**config.mk**
```make
export PLATFORM = sky130hd
export DESIGN_NAME = layer_2_seq_mac
export DESIGN_NICKNAME = d
export VERILOG_FILES = /design/src/rtl/layer_2_seq_mac.sv
export SDC_FILE = /design/constraint.sdc
export NUM_CORES = 2
export LEC_CHECK = 0
export ABC_CLOCK_PERIOD_IN_PS = 15900
export CORE_UTILIZATION = 47
export DETAILED_ROUTE_END_ITERATION = 6
export PLACE_DENSITY = 0.68
export RECOVER_POWER = 100
export SYNTH_ARGS = -nofsm -noshare
export SYNTH_HDL_FRONTEND = slang
export SYNTH_SLANG_ARGS = --single-unit
```
**constraint.sdc**
```tcl
create_clock -name clk -period 15.9 [get_ports clk]
set_input_delay 3.975 -clock clk [delete_from_list [all_inputs] [get_ports clk]]
set_output_delay 3.975 -clock clk [all_outputs]
set_load 0.05 [all_outputs]
```
**src/rtl/layer_2_seq_mac.sv**
```systemverilog
// layer_2_seq_mac
//   Layer-2 evaluator built around one shared signed multiply-accumulate unit.
//   Each output j is bias[j] + sum_i hidden[i]*weight[j][i]. The sum takes N MAC
//   cycles plus one STORE cycle. All M results are published together, and done
//   pulses for one cycle when they are.
//
//   Optional feature (compile-time macro): LAYER2_SEQ_RELU_EN
//     defined     -> a negative accumulator is stored as 0 (ReLU output)
//     not defined -> the accumulator is stored unmodified (signed linear output)
//
// Ports
//   clk                  clock, rising edge
//   rst                  synchronous active-high reset
//   start                begin an evaluation; sampled only while idle
//   hidden_input_vector  N x hidden_neuron_size; hidden i at [i*HS +: HS]
//   weight_vector        M x N x weight_size; weight (j,i) at [(j*N+i)*WS +: WS]
//   bias_vector          M x bias_size; bias j at [j*BS +: BS]
//   busy                 high whenever not idle
//   done                 one-cycle pulse when results are published
//   valid                activation_vector holds the last completed evaluation
//   activation_vector    M x activation_size; result j at [j*AS +: AS]
module layer_2_seq_mac #(
   parameter int weight_size              = 5,
   parameter int bias_size                = 6,
   parameter int number_of_hidden_neurons = 5,
   parameter int number_of_outputs        = 2,
   parameter int hidden_neuron_size       = 54,
   parameter int activation_size          = 131
) (
   input  logic                                                      clk,
   input  logic                                                      rst,
   input  logic                                                      start,
   input  logic [number_of_hidden_neurons*hidden_neuron_size-1:0]    hidden_input_vector,
   input  logic [number_of_outputs*number_of_hidden_neurons*weight_size-1:0] weight_vector,
   input  logic [number_of_outputs*bias_size-1:0]                    bias_vector,
   output logic                                                      busy,
   output logic                                                      done,
   output logic                                                      valid,
   output logic [number_of_outputs*activation_size-1:0]              activation_vector
);
   localparam int N  = number_of_hidden_neurons;
   localparam int M  = number_of_outputs;
   localparam int HS = hidden_neuron_size;
   localparam int WS = weight_size;
   localparam int BS = bias_size;
   localparam int AS = activation_size;
   localparam int PW = HS + WS;                  // exact signed product width
   localparam int IW = (N > 1) ? $clog2(N) : 1;
   localparam int JW = (M > 1) ? $clog2(M) : 1;

   typedef enum logic [1:0] {S_IDLE, S_MAC, S_STORE, S_DONE} state_t;

   state_t                       state_q;
   logic [N-1:0][HS-1:0]         hid_q;
   logic [M-1:0][N-1:0][WS-1:0]  wgt_q;          // [j][i] matches (j*N+i) packing
   logic [M-1:0][BS-1:0]         bias_q;
   logic [M-1:0][AS-1:0]         res_q;          // staging buffer, published in DONE
   logic [M-1:0][AS-1:0]         act_q;
   logic [AS-1:0]                acc_q, acc_d, store_d;
   logic [IW-1:0]                i_q;
   logic [JW-1:0]                j_q;
   logic                         busy_q, done_q, valid_q;

   logic [HS-1:0]                hid_sel;
   logic [WS-1:0]                wgt_sel;
   logic signed [PW-1:0]         h_ext, w_ext, prod;

   function automatic logic [AS-1:0] sext_bias(input logic [BS-1:0] b);
      return {{(AS-BS){b[BS-1]}}, b};
   endfunction

   // Operands are sign-extended to the product width up front, so the
   // truncated PW-bit product is exact.
   always_comb begin
      hid_sel = hid_q[i_q];
      wgt_sel = wgt_q[j_q][i_q];
      h_ext   = {{WS{hid_sel[HS-1]}}, hid_sel};
      w_ext   = {{HS{wgt_sel[WS-1]}}, wgt_sel};
      prod    = h_ext * w_ext;
      acc_d   = acc_q + {{(AS-PW){prod[PW-1]}}, prod};
`ifdef LAYER2_SEQ_RELU_EN
      store_d = acc_q[AS-1] ? '0 : acc_q;
`else
      store_d = acc_q;
`endif
   end

   always_ff @(posedge clk) begin
      if (rst) begin
         state_q <= S_IDLE;
         hid_q   <= '0;
         wgt_q   <= '0;
         bias_q  <= '0;
         res_q   <= '0;
         act_q   <= '0;
         acc_q   <= '0;
         i_q     <= '0;
         j_q     <= '0;
         busy_q  <= 1'b0;
         done_q  <= 1'b0;
         valid_q <= 1'b0;
      end else begin
         done_q <= 1'b0;
         case (state_q)
            S_IDLE: begin
               if (start) begin
                  hid_q   <= hidden_input_vector;
                  wgt_q   <= weight_vector;
                  bias_q  <= bias_vector;
                  acc_q   <= sext_bias(bias_vector[BS-1:0]);
                  i_q     <= '0;
                  j_q     <= '0;
                  valid_q <= 1'b0;
                  busy_q  <= 1'b1;
                  state_q <= S_MAC;
               end
            end
            S_MAC: begin
               acc_q <= acc_d;
               if (i_q == IW'(N-1)) state_q <= S_STORE;
               else                 i_q     <= i_q + 1'b1;
            end
            S_STORE: begin
               res_q[j_q] <= store_d;
               if (j_q == JW'(M-1)) begin
                  state_q <= S_DONE;
               end else begin
                  j_q     <= j_q + 1'b1;
                  i_q     <= '0;
                  acc_q   <= sext_bias(bias_q[j_q + 1'b1]);
                  state_q <= S_MAC;
               end
            end
            S_DONE: begin
               // All slices update on the same edge.
               act_q   <= res_q;
               valid_q <= 1'b1;
               done_q  <= 1'b1;
               busy_q  <= 1'b0;
               state_q <= S_IDLE;
            end
            default: state_q <= S_IDLE;
         endcase
      end
   end

   assign busy              = busy_q;
   assign done              = done_q;
   assign valid             = valid_q;
   assign activation_vector = act_q;

endmodule

```
==> run summary <==
Status -> finished with violations
Failing checks -> max-capacitance violations, max-slew violations
Port buffer count -> 599
Skew-Pair Late Insertion Delay -> 0.71 ns
Core Rows -> 125
Most used cell along the critical path -> clkbuf_1
Vias per inst -> 5.60
Crit-path max cell delay -> 3.42 ns
DR WL/cell -> 19.9 µm
Slowest cell on crit path -> clkbuf_1
GRT met3 Usage -> 3.86%
Crit path max fanout -> 219
Synth unique cells -> 79
Crit Path Category -> input port to flop
Leak Pwr -> 26.3 nW
I/O pins -> 600
Max Freq -> 0.0762 GHz
Worst Clk Skew -> 0.0412 ns
RSZ-0062 raised after global routing -> false
First-pass GRT wire length -> 271000 µm
M2 GR Usage -> 46.5%
Setup ws final -> 2.78 ns
Final WL -> 175000 µm
Fillers -> 10900
Pin slew with the least headroom to its limit -> 4.64 ns
HPWL after detailed placement -> 128000 µm
CP required -> 16.24 ns
CTS tree -> built
Final setup viols -> 0
Commonest cells after routing, fill and taps aside -> nand2_1, a21oi_1, dfxtp_1
Slew Viols, Final -> 796
Int Pwr -> 5.69 mW
Hold slack -> 0.452 ns
Crit start category -> input port
Peak VDD IR -> 0.0912 mV
Grt met1 use -> 40.3%
Final Hold Fails -> 0
Post-Syn Area per Cell -> 7.98 µm²
Starting density of the core -> 47.4%
Clock Sinks -> 995
Die Height -> 344 µm
Top_reg_cell synth -> dfxtp_1
NetSw -> 4.23 mW
Area occupied by registers -> 19900 µm²
Register area share after synthesis -> 36.2%
Routed vias -> 49300
Worst path bufs/invs -> 4
# nets final -> 7941
Post-synth EDFFs -> 0
Setup TNS -> 0 ns
Share of layout cells above drive strength 1 -> 4.55%
Synth top area cells -> dfxtp_1, nand2_1, a21oi_1
GRT Total Usage -> 28.8%
Commonest non-fill, non-tap cell in the layout -> nand2_1
Yosys reg bits -> 995
Slew HR -> -209%
Synth area leader -> dfxtp_1
Post-detailed-route count of antenna-violating nets -> 0
Total grt overflow -> 0
Place WS -> 4.66 ns
Arr. time, crit path -> 13.46 ns
Clk network pwr share -> 25.1%
Die Wd -> 344 µm
Post-synth ARST share -> 0%
Sw Share -> 42.6%
Share of the synthesized area in the top cell type -> 36.2%
CTS Hold Buffers Added -> 0
Tcrit/Tclk final -> 82.5%
Initial antenna violation count -> 9
H-tree Lvls -> 3
Vias in the first global route -> 47000
Worst hold path type -> flop to flop
Clk buf depth -> 3
Yosys warns -> 0
DRC viols -> 0
CP delay by family, top -> buffers and inverters
Syn Inst Count -> 6900
Core region area -> 116000 µm²
Net count after synthesis -> 7649
# resized after CTS -> 0
1st-iter DRT viols -> 4010
Die footprint -> 118000 µm²
Worst-path clk slew -> 0.06 ns
# Post-CTS Setup Buffers -> 0
Pin count of the biggest net entering global routing -> 220
Part of the power in registers -> 32.5%
Syn-to-layout area delta -> 18.4%
First-pass detailed-route iteration total -> 5
Logic pwr share -> 42.4%
Post-Synthesis Cell Area -> 55000 µm²
Area of the multi-input gates -> 32100 µm²
GR peak layer -> met2
Worst Setup End Kind -> flop
Max Cap Violations -> 10
Power Density -> 152 nW/µm²
Minimum clock period -> 13.12 ns
Worst path cell trace -> clkbuf_1 > buf_12 > clkbuf_1 > clkbuf_1 > a21oi_1
RePlAce Congestion -> 0.951
Root Driver -> clkbuf_16
CTS Buf Count -> 103
[worst register-to-register path, delay by kind of cell, from the launching register on]
kind	cells	cell delay (ns)
AO/OA/AOI/OAI	14	6.12
XOR/XNOR	2	0.42
adder cells (fa/ha/maj)	5	2.49
buffers and inverters	3	1.84
flip-flops	1	0.42
AND/OR/NAND/NOR	7	1.57
[flip-flops by register name (all words and copies together) (netlist names)]
name	count
acc_q	131
activation_vector	262
bias_q	11
busy	1
done	1
hid_q	270
i_q	3
j_q	1
res_q	262
state_q	2
valid	1
wgt_q	50
[final timing paths]
check                                start    endpoint  slack (ns)  cells past startpoint
worst max-delay path                   rst  hid_q[185]        2.78                      5
worst min register to register  hid_q[103]  hid_q[103]        0.45                      2
worst max register to register      i_q[2]  acc_q[116]        2.98                     31
worst min-delay path            hid_q[103]  hid_q[103]        0.45                      2
[layout make-up]
cell class | instances | share of cell area [%]
diodes | 8 | 0.0307
clock buffers | 141 | 4.53
clock inverters | 47 | 0.874
inverters | 347 | 2.00
multi-input cells | 5099 | 49.3
flip-flops and latches | 995 | 30.6
well taps | 1524 | 2.93
repair buffers | 646 | 9.78
[synthesized netlist by cell type, types with 5 or more instances]
master    number
a211oi_1      24
a21boi_0      17
a21o_1       127
a21oi_1     1004
a221oi_1      14
a22oi_1       60
a31oi_1       27
a41oi_1        6
and2_1        26
and3_1        19
and4_1         6
buf_1         53
clkbuf_1     405
dfxtp_1      995
fa_1         165
ha_1         249
inv_1        345
mux2_2         5
mux2i_1      282
mux4_2        64
nand2_1     1399
nand2b_1      14
nand3_1       38
nand3b_1       6
nand4_1       79
nor2_1       736
nor2b_1       63
nor3_1        47
nor4_1        15
o211a_1        5
o211ai_1      11
o21a_1        29
o21ai_0      216
o21bai_1      53
o22a_1         6
o31ai_1       19
or2_2         16
or3_1          6
xnor2_1       96
xor2_1        72
[routing by layer]
layer | vias to the layer above | part of all wire (%)
li1 | 23900 | -
met1 | 23800 | 46
met2 | 1466 | 46
met3 | 213 | 5.8
met4 | 4 | 2.2
met5 | - | 0.017
[power by group through the flow]
stage	clock network (mW)	registers, mW	logic, mW
final	2.49	3.22	4.20
after global routing	2.63	3.25	4.62
after detailed placement	0	3.26	4.13
after floorplan	0	3.06	3.02
after global placement	0	3.25	4.11
after CTS	2.53	3.21	4.15
[cell families (layout without fill, tap and decap cells)]
family / Yosys count / count (layout) / synth area share [%]
adder cells (fa/ha/maj): 414 / 414 / 11.7
multiplexers: 351 / 351 / 7.85
AO/OA/AOI/OAI: 1680 / 1680 / 17.6
AND/OR/NAND/NOR: 2486 / 2486 / 18.5
buffers and inverters: 806 / 1181 / 5.50
XOR/XNOR: 168 / 168 / 2.67
flip-flops: 995 / 995 / 36.2
other: 0 / 8 / 0
[metrics by stage]
stage | std cells | instance area [µm²] | utilization [%] | total power, mW
2_1_floorplan | 6900 | 55000 | - | 6.08
3_3_place_gp | 8611 | 61700 | 53.1 | 7.36
3_5_place_dp | 8611 | 61700 | 53.1 | 7.39
4_1_cts | 8799 | 65300 | 56.2 | 9.89
5_1_grt | 8806 | 65100 | 56.1 | 10.5
6_report | 8807 | 65200 | 56.1 | 9.92
Note: power is estimated with default switching activity, not from simulation.
